$ cat config.mk
export PLATFORM = sky130hd
export DESIGN_NAME = datapath_controller
export DESIGN_NICKNAME = d
export VERILOG_FILES = /design/src/rtl/datapath_controller_pkg.sv /design/src/rtl/datapath_controller_instr_decoder.sv /design/src/rtl/datapath_controller.sv
export SDC_FILE = /design/constraint.sdc
export NUM_CORES = 1
export LEC_CHECK = 0
export ABC_AREA = 1
export CAP_MARGIN = 20
export CELL_PAD_IN_SITES_DETAIL_PLACEMENT = 1
export CELL_PAD_IN_SITES_GLOBAL_PLACEMENT = 1
export CORE_UTILIZATION = 29
export CTS_CLUSTER_SIZE = 40
export DETAILED_ROUTE_END_ITERATION = 10
export PLACE_DENSITY = 0.83
export SYNTH_ARGS = -nofsm -noshare
export SYNTH_HDL_FRONTEND = slang
export SYNTH_HIERARCHICAL = 1
export SYNTH_SLANG_ARGS = --single-unit
export TNS_END_PERCENT = 20
$ cat constraint.sdc
create_clock -name clk -period 1.25 [get_ports clk]
set_input_delay 0.125 -clock clk [delete_from_list [all_inputs] [get_ports clk]]
set_output_delay 0.125 -clock clk [all_outputs]
set_load 0.02 [all_outputs]
$ cat src/rtl/datapath_controller_pkg.sv
// rtl/datapath_controller_pkg.sv - shared types and constants for the datapath control FSM
package datapath_controller_pkg;

  localparam int WIDTH_DEFAULT = 16;

  // Opcode field IR[15:13]
  localparam logic [2:0] OPC_MOV = 3'b110;
  localparam logic [2:0] OPC_ALU = 3'b101;

  // Op field IR[12:11]
  localparam logic [1:0] OP_MOV_REG = 2'b00;
  localparam logic [1:0] OP_MOV_IMM = 2'b10;
  localparam logic [1:0] OP_ADD     = 2'b00;
  localparam logic [1:0] OP_CMP     = 2'b01;
  localparam logic [1:0] OP_AND     = 2'b10;
  localparam logic [1:0] OP_MVN     = 2'b11;

  // ALU operation select
  localparam logic [1:0] ALU_ADD  = 2'b00;
  localparam logic [1:0] ALU_SUB  = 2'b01;
  localparam logic [1:0] ALU_AND  = 2'b10;
  localparam logic [1:0] ALU_NOTB = 2'b11;

  typedef enum logic [2:0] {
    WAIT      = 3'd0,
    DECODE    = 3'd1,
    LOAD_A    = 3'd2,
    LOAD_B    = 3'd3,
    COMPUTE   = 3'd4,
    WRITE_REG = 3'd5,
    WRITE_IMM = 3'd6,
    ILLEGAL   = 3'd7
  } state_t;

  // ALU-class op field to ALU operation; the encodings line up, but the
  // mapping is kept explicit so either side can be renumbered independently.
  function automatic logic [1:0] alu_for_op(input logic [1:0] op);
    logic [1:0] r;
    case (op)
      OP_ADD:  r = ALU_ADD;
      OP_CMP:  r = ALU_SUB;
      OP_AND:  r = ALU_AND;
      default: r = ALU_NOTB;
    endcase
    return r;
  endfunction

endpackage

$ cat src/rtl/datapath_controller_instr_decoder.sv
// rtl/datapath_controller_instr_decoder.sv - combinational field split and class decode of the IR
module datapath_controller_instr_decoder
  import datapath_controller_pkg::*;
#(
  parameter int WIDTH = WIDTH_DEFAULT
) (
  input  logic [15:0]      ir,
  output logic [2:0]       rn,
  output logic [2:0]       rd,
  output logic [2:0]       rm,
  output logic [1:0]       sh,
  output logic [1:0]       op,
  output logic [WIDTH-1:0] sximm8,
  output logic             is_mov_imm,
  output logic             is_mov_reg,
  output logic             is_alu,
  output logic             is_cmp,
  output logic             is_mvn,
  output logic             illegal
);

  logic [2:0] opcode;

  assign opcode = ir[15:13];
  assign op     = ir[12:11];
  assign rn     = ir[10:8];
  assign rd     = ir[7:5];
  assign sh     = ir[4:3];
  assign rm     = ir[2:0];
  assign sximm8 = {{(WIDTH-8){ir[7]}}, ir[7:0]};

  // Classify the instruction; anything outside the two opcode groups is illegal.
  always_comb begin
    is_mov_imm = (opcode == OPC_MOV) && (op == OP_MOV_IMM);
    is_mov_reg = (opcode == OPC_MOV) && (op == OP_MOV_REG);
    is_alu     = (opcode == OPC_ALU);
    is_cmp     = is_alu && (op == OP_CMP);
    is_mvn     = is_alu && (op == OP_MVN);
    illegal    = !(is_mov_imm || is_mov_reg || is_alu);
  end

endmodule

$ cat src/rtl/datapath_controller.sv
// rtl/datapath_controller.sv - instruction handshake, IR and strobe sequencing FSM
module datapath_controller
  import datapath_controller_pkg::*;
#(
  parameter int WIDTH = WIDTH_DEFAULT
) (
  input  logic             clk,
  input  logic             reset_n,
  input  logic             s,
  input  logic [15:0]      in,
  output logic             w,
  output logic             err,
  output logic [2:0]       readnum,
  output logic [2:0]       writenum,
  output logic             write,
  output logic             vsel,
  output logic             loada,
  output logic             loadb,
  output logic             asel,
  output logic             bsel,
  output logic             loadc,
  output logic             loads,
  output logic [1:0]       shift,
  output logic [1:0]       ALUop,
  output logic [WIDTH-1:0] datapath_in
);

  state_t      state_q, state_d;
  logic [15:0] ir_q;

  logic [2:0]       rn, rd, rm;
  logic [1:0]       sh, op;
  logic [WIDTH-1:0] sximm8;
  logic             is_mov_imm, is_mov_reg, is_alu, is_cmp, is_mvn, illegal;

  datapath_controller_instr_decoder #(.WIDTH(WIDTH)) u_dec (
    .ir         (ir_q),
    .rn         (rn),
    .rd         (rd),
    .rm         (rm),
    .sh         (sh),
    .op         (op),
    .sximm8     (sximm8),
    .is_mov_imm (is_mov_imm),
    .is_mov_reg (is_mov_reg),
    .is_alu     (is_alu),
    .is_cmp     (is_cmp),
    .is_mvn     (is_mvn),
    .illegal    (illegal)
  );

  assign datapath_in = sximm8;
  assign bsel        = 1'b0;

  // State and IR registers; the IR only captures on an accepted start.
  always_ff @(posedge clk) begin
    if (!reset_n) begin
      state_q <= WAIT;
      ir_q    <= '0;
    end else begin
      state_q <= state_d;
      if (state_q == WAIT && s) begin
        ir_q <= in;
      end
    end
  end

  // Next-state: one datapath step per cycle, then back to WAIT.
  always_comb begin
    state_d = WAIT;
    case (state_q)
      WAIT:      state_d = s ? DECODE : WAIT;
      DECODE: begin
        if (illegal)                     state_d = ILLEGAL;
        else if (is_mov_imm)             state_d = WRITE_IMM;
        else if (is_mov_reg || is_mvn)   state_d = LOAD_B;
        else if (is_alu)                 state_d = LOAD_A;
        else                             state_d = ILLEGAL;
      end
      LOAD_A:    state_d = LOAD_B;
      LOAD_B:    state_d = COMPUTE;
      COMPUTE:   state_d = is_cmp ? WAIT : WRITE_REG;
      WRITE_REG: state_d = WAIT;
      WRITE_IMM: state_d = WAIT;
      ILLEGAL:   state_d = WAIT;
      default:   state_d = WAIT;
    endcase
  end

  // Moore strobes decoded from state and IR fields; all idle by default.
  always_comb begin
    w        = 1'b0;
    err      = 1'b0;
    readnum  = 3'd0;
    writenum = 3'd0;
    write    = 1'b0;
    vsel     = 1'b0;
    loada    = 1'b0;
    loadb    = 1'b0;
    asel     = 1'b0;
    loadc    = 1'b0;
    loads    = 1'b0;
    shift    = 2'b00;
    ALUop    = ALU_ADD;
    case (state_q)
      WAIT:   w = 1'b1;
      LOAD_A: begin
        readnum = rn;
        loada   = 1'b1;
      end
      LOAD_B: begin
        readnum = rm;
        loadb   = 1'b1;
      end
      COMPUTE: begin
        shift = sh;
        // MOV-reg passes B through as 0 + B; MVN ignores A entirely.
        asel  = is_mov_reg || is_mvn;
        ALUop = is_mov_reg ? ALU_ADD : alu_for_op(op);
        loads = is_cmp;
        loadc = !is_cmp;
      end
      WRITE_REG: begin
        writenum = rd;
        vsel     = 1'b0;
        write    = 1'b1;
      end
      WRITE_IMM: begin
        writenum = rn;
        vsel     = 1'b1;
        write    = 1'b1;
      end
      ILLEGAL: err = 1'b1;
      default: ;
    endcase
  end

endmodule

==> results of run 1 <==
-- report_power, final --
part / internal [mW] / switching [mW] / leakage, nW
clock: 0.227 / 0.220 / 0.0228
sequential: 0.807 / 0.240 / 0.160
combinational: 1.41 / 1.70 / 0.824
-- cell usage after synthesis, types with 2 or more instances --
library cell,number
sky130_fd_sc_hd__dfxtp_1,19
sky130_fd_sc_hd__nand2_1,39
sky130_fd_sc_hd__nand3_1,16
sky130_fd_sc_hd__nor2_1,13
sky130_fd_sc_hd__nand3_2,7
sky130_fd_sc_hd__inv_1,23
sky130_fd_sc_hd__buf_4,32
sky130_fd_sc_hd__o21ai_0,4
sky130_fd_sc_hd__o22ai_1,3
sky130_fd_sc_hd__nor3_1,3
sky130_fd_sc_hd__a21oi_2,7
sky130_fd_sc_hd__nor3b_1,2
sky130_fd_sc_hd__a21oi_1,10
-- worst max path at each step --
stage,cells after the start,slack (ns),end,startpoint
finish,7,-0.19,ir_q[13],state_q[2]
CTS,7,-0.25,ir_q[15],state_q[2]
floorplan,3,-0.02,ALUop[0],state_q[1]
global placement,5,-0.41,shift[1],state_q[1]
global route,12,-0.28,state_q[0],ir_q[15]
detailed placement,5,-0.47,shift[1],state_q[1]
-- stage by stage --
step / std cells / setup slack (ns) / power (mW) / hold WS (ns)
after global routing: 306 / -0.275 / 4.81 / 0.453
after detailed placement: 290 / -0.470 / 3.15 / 0.463
final: 306 / -0.193 / 4.60 / 0.446
after floorplan: 188 / -0.0225 / 2.43 / 0.243
after global placement: 290 / -0.410 / 3.06 / 0.447
after CTS: 301 / -0.246 / 3.80 / 0.445
-- kinds of logic (layout without fill, tap and decap cells) --
logic type | Yosys count | after routing | synth area share
AO/OA/AOI/OAI | 25 | 25 | 0.120
flip-flops | 19 | 19 | 0.289
other | 1 | 1 | 0.00285
AND/OR/NAND/NOR | 82 | 82 | 0.297
buffers and inverters | 61 | 127 | 0.292
-- layout make-up --
| class | instances | area, sq um |
|---|---|---|
| Fill cell | 517 | 2040 |
| Multi-Input combinational cell | 108 | 803 |
| Sequential cell | 19 | 402 |
| Inverter | 25 | 104 |
| Tap cell | 52 | 65.1 |
| Clock buffer | 4 | 45.0 |
| Timing Repair Buffer | 98 | 891 |
-- critical path: stages (launching register included) --
cell and delay [ns]:
sky130_fd_sc_hd__dfxtp_4 0.38, sky130_fd_sc_hd__buf_6 0.13, sky130_fd_sc_hd__nor3_4 0.27, sky130_fd_sc_hd__buf_6 0.19, sky130_fd_sc_hd__nand2_4 0.08, sky130_fd_sc_hd__buf_8 0.16
sky130_fd_sc_hd__nand2_4 0.07, sky130_fd_sc_hd__a21oi_4 0.06
-- flip-flops by register name, indices dropped and copies added, names as in the netlist --
| register | cells |
|---|---|
| state_q | 3 |
| ir_q | 16 |
-- repair_timing --
action	CTS	global route
pin swaps	10	14
resized for setup	155	76
buffers inserted	7	5
cloned	0	1
endpoints found under the setup margin	53	47
-- routing by layer --
metal	part of all wire	vias up	wire, um
met5	0	-	0
met4	0.025	0	136
met3	0.028	14	151
met2	0.55	41	3020
met1	0.39	706	2130
li1	-	694	-
-- layout by cell type (no fill, tap or decap), drive strengths merged, types with 6 or more instances in the layout --
master	n
clkdlybuf4s50	18
dfxtp	19
nand2	39
inv	24
clkdlybuf4s15	10
nand3	23
nor2	14
dlygate4sd2	6
buf	64
a21oi	17
==> results.txt, run 1 <==
----------------------------------------------------
[Global route]
  Maximum number of pins on one net before global-route repair ... 12
  Met3 routing resource usage after global routing ... 0.0145
  All-Layer GR Usage ... 0.189
  First-pass GRT wire length ... between 7000 and 8000 um
  Met1 routing resource usage after global routing ... 0.220
  Number of antenna violations at the first check in global routing ... 0
  Met2 track utilization from global routing ... 0.362
  Via count of the first global-routing pass ... 1,482
  Remaining Overflow, GRT ... 0
  GRT Max-Usage Layer ... met2

[Yosys]
  Synthesized netlist cell count ... 188
  Number of synthesized flops with an enable pin ... 0
  Yosys warning count ... 6
  Syn avg cell area ... around 7 sq um
  Netlist Area Pre-Place ... 1320 sq um
  Post-synth top area share ... 0.289
  Leading register cell type out of synthesis ... sky130_fd_sc_hd__dfxtp_1
  Flip-flop and latch count after synthesis ... 19
  Share of flip-flops with an asynchronous set or reset after synthesis ... 0
  Synth area leaders ... sky130_fd_sc_hd__dfxtp_1, sky130_fd_sc_hd__buf_4, sky130_fd_sc_hd__nand2_1
  Post-synthesis net count ... 207
  Register area share after synthesis ... 0.289
  Synth cell types ... 23
  Largest area contributor in the netlist ... sky130_fd_sc_hd__dfxtp_1

[Place]
  Detailed placer's ending HPWL ... ~3000 um
  Cell area after placement ... approximately 1900 sq um
  Routability cong. ... 0.799
  Number of buffers inserted by port buffering ... 53

[Outcome]
  Outcome ... finished, violations left
  Failing checks ... setup timing

[CTS]
  H-tree levels ... 1
  CTS tree ... built
  Clock tree root driver cell ... sky130_fd_sc_hd__clkbuf_8
  Clock-pin transition on the worst setup and hold timing paths ... roughly 0.080 ns
  Clock Latency Late Sink ... about 0.26 ns
  Max clock buf depth ... 2
  Clock buffers created by TritonCTS ... 3
  Sink Count ... 19
  Post-cts hold buffer count ... 0

[Worst setup path]
  Arrival time reported for the critical path endpoint ... 1.59 ns
  Register-to-Register Path Depth ... 7
  Launching point of the worst reg2reg path ... state_q[2]
  Reg2Reg Capture Point ... ir_q[13]
  Worst setup path class ... flop to flop
  Kind of end point of the critical path ... flop
  Nature of the critical path startpoint ... flop
  Highest net fanout along the worst path ... 8
  Slack of the worst reg-to-reg path ... -0.19 ns
  Worst Path Required ... around 1.4 ns

[Drt]
  Vias per Instance ... around 4.8
  DR WL/cell ... 17.8 um
  First-pass iteration count of the detailed router ... 4
  DRC Markers ... 0
  DRT Wirelength ... between 5000 and 6000 um
  First DRT Iteration DRCs ... 52
  Number of nets with antenna violations after detailed routing ... 0
  Routed via count ... roughly 1,500

[Cells and area]
  Share of post-route cells with drive strength above 1 ... 0.547
  Final non-filler cell area ... ~2300 sq um
  Final cell utilization of the core ... 0.530
  Diodes inserted ... 0
  Net total in the final layout ... around 270
  Area added between synthesis and finish ... 75.3%

[Power]
  Maximum VDD drop ... roughly 0.72 mV
  Leakage power total ... approximately 1.0 nW
  Power Density ... between 1500 and 2000 nW/um^2

[Floorplan]
  Core Rows ... 24
  Number of top-level pins ... between 50 and 60
  Die area ... 4820 sq um
  Effective utilization at floorplan ... 0.303
  Die boundary height ... approximately 70 um
  CORE AREA ... between 4000 and 5000 sq um
  Die width ... about 69 um

[STA]
  Clock skew ... slightly above 0.01 ns
  Worst-case setup margin in the final layout ... -0.193 ns
  Unrepaired setup endpoints after global routing ... true
  Part of the cycle the worst path needs ... 1.15
  Final hold violation count ... 0
  Summed negative setup slack over all endpoints ... -4.49 ns
  Final Setup Violations ... 37
  Minimum clock period after layout ... 1.44 ns
  Fmax ... roughly 0.69 GHz
  Number of pins with negative max-slew slack in the final report ... 0

[Min path]
  Worst hold path depth ... 3
  Worst Min Path Start ... in[5]
  Class of the tightest hold or removal check ... input pin to flop
  Hold Path End ... ir_q[5]

[Job]
  Maxcap violations ... 0

----------------------------------------------------
Note: power is estimated with default switching activity, not from simulation.
==> run 2, diff against run 1 <==
--- a/config.mk
+++ b/config.mk
@@ -9,8 +9,9 @@
 export CAP_MARGIN = 20
 export CELL_PAD_IN_SITES_DETAIL_PLACEMENT = 1
 export CELL_PAD_IN_SITES_GLOBAL_PLACEMENT = 1
+export CORE_MARGIN = 5
 export CORE_UTILIZATION = 29
-export CTS_CLUSTER_SIZE = 40
+export CTS_CLUSTER_SIZE = 8
 export DETAILED_ROUTE_END_ITERATION = 10
 export PLACE_DENSITY = 0.83
 export SYNTH_ARGS = -nofsm -noshare
==> run 2 against run 1 <==
The run still ends with setup timing left. Die area rose by 24%. Worst hold slack got worse by 0.0020 ns. Global-route usage fell by 2.7 points. Core utilization decreased by 1.0 points. Via count fell by 1.6%. Non-clock buffer count shrank 2. Sequential cell count stayed put. Sequential power hardly changed. Cell count shrank 0.65%. Combinational power increased by 2%. Design area decreased by 1.2%. Critical endpoint is now readnum[1]. Largest cell class unchanged.
==> results.txt, run 2 (synthesized netlist as in run 1, its figures left out) <==
----------------------------------------------------
[Worst setup path]
  Sequence of cells on the critical path ... inv_2, nand3_2, inv_2, nand2_1, o21ai_1, buf_4 (was buf_6, nor3_4, buf_6, nand2_4, buf_8, nand2_4, a21oi_4)
  Register-to-Register Path Depth ... 8 (was 7)
  Reg2Reg Capture Point ... ir_q[0] (was ir_q[13])
  Maximum cell stage delay along the critical path ... 0.40 ns (was 0.38 ns)
  Worst Path Required ... 1.12 ns (was 1.40 ns)
  Cell at the slowest stage of the critical path ... sky130_fd_sc_hd__dfxtp_4 (unchanged)
  Highest net fanout along the worst path ... 7 (was 8)
  Worst setup path class ... flop to output pin (was flop to flop)
  Slack of the worst reg-to-reg path ... -0.16 ns (was -0.19 ns)
  Most repeated library cell on the critical path ... sky130_fd_sc_hd__inv_2
  Kind of end point of the critical path ... output pin (was flop)
  Nature of the critical path startpoint ... flop (unchanged)
  Arrival time reported for the critical path endpoint ... 1.30 ns (was 1.59 ns)
  Launching point of the worst reg2reg path ... state_q[1] (was state_q[2])

[Power]
  Power Density ... 2040 nW/um^2 (was 1990 nW/um^2)
  PnR Total Power ... 4.66 mW (was 4.60 mW)
  Maximum VDD drop ... 0.836 mV (was 0.715 mV)
  Leakage power total ... 0.977 nW (was 1.01 nW)

[STA]
  Fmax ... 0.699 GHz (was 0.693 GHz)
  Final Setup Violations ... 36 (was 37)
  Number of pins with negative max-slew slack in the final report ... 0 (unchanged)
  Clock skew ... 0.00233 ns (was 0.0104 ns)
  Minimum clock period after layout ... 1.43 ns (was 1.44 ns)
  Part of the cycle the worst path needs ... 1.14 (was 1.15)
  Worst-case setup margin in the final layout ... -0.180 ns (was -0.193 ns)
  Unrepaired setup endpoints after global routing ... true (unchanged)
  Final hold violation count ... 0 (unchanged)

[Place]
  Routability cong. ... 0.786 (was 0.799)
  Number of buffers inserted by port buffering ... 53 (unchanged)
  Worst slack after detailed placement ... -0.433 ns (was -0.470 ns)
  Detailed placer's ending HPWL ... 3310 um (was 2960 um)

[Cells and area]
  Area occupied by multi-input gates ... 790 sq um (was 803 sq um)
  Flip-flop and latch area ... 398 sq um (was 402 sq um)
  Net total in the final layout ... 272 (was 274)
  # fillers ... 520 (was 517)
  Top library cells by usage in the layout, fill and taps aside ... sky130_fd_sc_hd__buf_4, sky130_fd_sc_hd__nand2_2, sky130_fd_sc_hd__clkdlybuf4s50_1 (was sky130_fd_sc_hd__buf_4, sky130_fd_sc_hd__nand2_1, sky130_fd_sc_hd__clkdlybuf4s50_1)
  Leading cell type in the layout, fill and taps excluded ... sky130_fd_sc_hd__buf_4 (unchanged)
  Registers with the most flip-flops ... ir_q: 16 flops, state_q: 3 flops (unchanged)
  Diodes inserted ... 0 (unchanged)
  Max FFs per register ... 16 (unchanged)
  Share of post-route cells with drive strength above 1 ... 0.583 (was 0.547)
  Area added between synthesis and finish ... 73.1% (was 75.3%)
  Most flops, register ... ir_q (unchanged)

[CTS]
  Sink Count ... 19 (unchanged)
  Max clock buf depth ... 2 (unchanged)
  Clock tree root driver cell ... sky130_fd_sc_hd__clkbuf_8 (unchanged)
  H-tree levels ... 1 (unchanged)
  CTS tree ... built (unchanged)
  Clock Latency Late Sink ... 0.25 ns (was 0.26 ns)
  Clock buffers created by TritonCTS ... 3 (unchanged)
  Clock-pin transition on the worst setup and hold timing paths ... 0.08 ns (about the same)
  Post-cts hold buffer count ... 0 (unchanged)

[Min path]
  Worst Min Path Start ... in[7] (was in[5])
  Worst hold path depth ... 3 (unchanged)
  Class of the tightest hold or removal check ... input pin to flop (unchanged)
  Hold Path End ... ir_q[7] (was ir_q[5])

[Drt]
  DRC Markers ... 0 (unchanged)
  DRT Wirelength ... 5520 um (was 5440 um)
  Vias per Instance ... 4.71 (was 4.75)
  First-pass iteration count of the detailed router ... 4 (unchanged)
  DR WL/cell ... 18.2 um (was 17.8 um)
  Number of nets with antenna violations after detailed routing ... 0 (unchanged)
  Routed via count ... 1,432 (was 1,455)
  First DRT Iteration DRCs ... 30 (was 52)

[Outcome]
  Outcome ... finished, violations left (unchanged)
  Failing checks ... setup timing (unchanged)

[Floorplan]
  Die area ... 5990 sq um (was 4820 sq um)
  Die boundary height ... 77.4 um (was 69.4 um)
  Effective utilization at floorplan ... 0.301 (was 0.303)
  CORE AREA ... 4380 sq um (was 4350 sq um)
  Number of top-level pins ... 55 (unchanged)
  Die width ... 77.4 um (was 69.4 um)
  Core Rows ... 24 (unchanged)

[Global route]
  Remaining Overflow, GRT ... 0 (unchanged)
  All-Layer GR Usage ... 0.162 (was 0.189)
  Number of antenna violations at the first check in global routing ... 0 (unchanged)
  First-pass GRT wire length ... 7880 um (was 7130 um)
  Maximum number of pins on one net before global-route repair ... 16 (was 12)
  Via count of the first global-routing pass ... 1,564 (was 1,482)

[Job]
  Maxcap violations ... 0 (unchanged)

----------------------------------------------------
## run 2: routing by layer
layer	part of all wire	wire length [um]	GRT usage	up-vias
met3	0.028	153	0.0208	14
met2	0.56	3110	0.301	38
met1	0.37	2070	0.179	688
met5	0	0	0	-
met4	0.035	192	0.0790	0
li1	-	-	-	692
## run 2: worst max-delay path: cells and delay by family (launching register included)
kind | cells | cell delay (ns)
AO/OA/AOI/OAI | 1 | 0.11
AND/OR/NAND/NOR | 2 | 0.16
buffers and inverters | 3 | 0.38
flip-flops | 1 | 0.40
## run 2: where the power goes
group	internal, mW	total (mW)	switching, mW
sequential	0.805	1.06	0.253
combinational	1.48	3.16	1.68
clock	0.227	0.445	0.218
## run 2: how the worst max path moves through the flow
stage               start         end  depth (start not counted)
6_report       state_q[2]  readnum[1]                          6
5_1_grt          ir_q[13]  state_q[0]                         13
4_1_cts          ir_q[15]       loadc                          8
3_5_place_dp   state_q[1]    shift[0]                          5
3_3_place_gp   state_q[1]    ALUop[1]                          4
2_1_floorplan  state_q[1]    ALUop[0]                          3
## run 2: final cells by class
cell class                 count  area share
multi-input combinational    108       0.346
sequential                    19       0.174
inverter                      25      0.0422
clock buffer                   4      0.0197
tap                           52      0.0285
timing repair buffer          96       0.389
## run 2: timing repair
item                                    CTS  global route
endpoints found under the setup margin   54            46
buffers inserted                          6             1
gates resized for setup                 164            61
hold endpoints to repair                  0             0
pin swaps                                 8            11
gates cloned                              0             2
## run 2: through the flow
stage	instance area [sq um]	util	hold WS, ns	cells	TNS (ns)
2_1_floorplan	1320	-	0.243	188	-0.0449
3_3_place_gp	1890	0.431	0.446	291	-8.37
3_5_place_dp	1890	0.431	0.450	291	-9.48
4_1_cts	2070	0.473	0.446	301	-2.75
5_1_grt	2280	0.520	0.455	304	-6.36
6_report	2280	0.520	0.444	304	-4.44
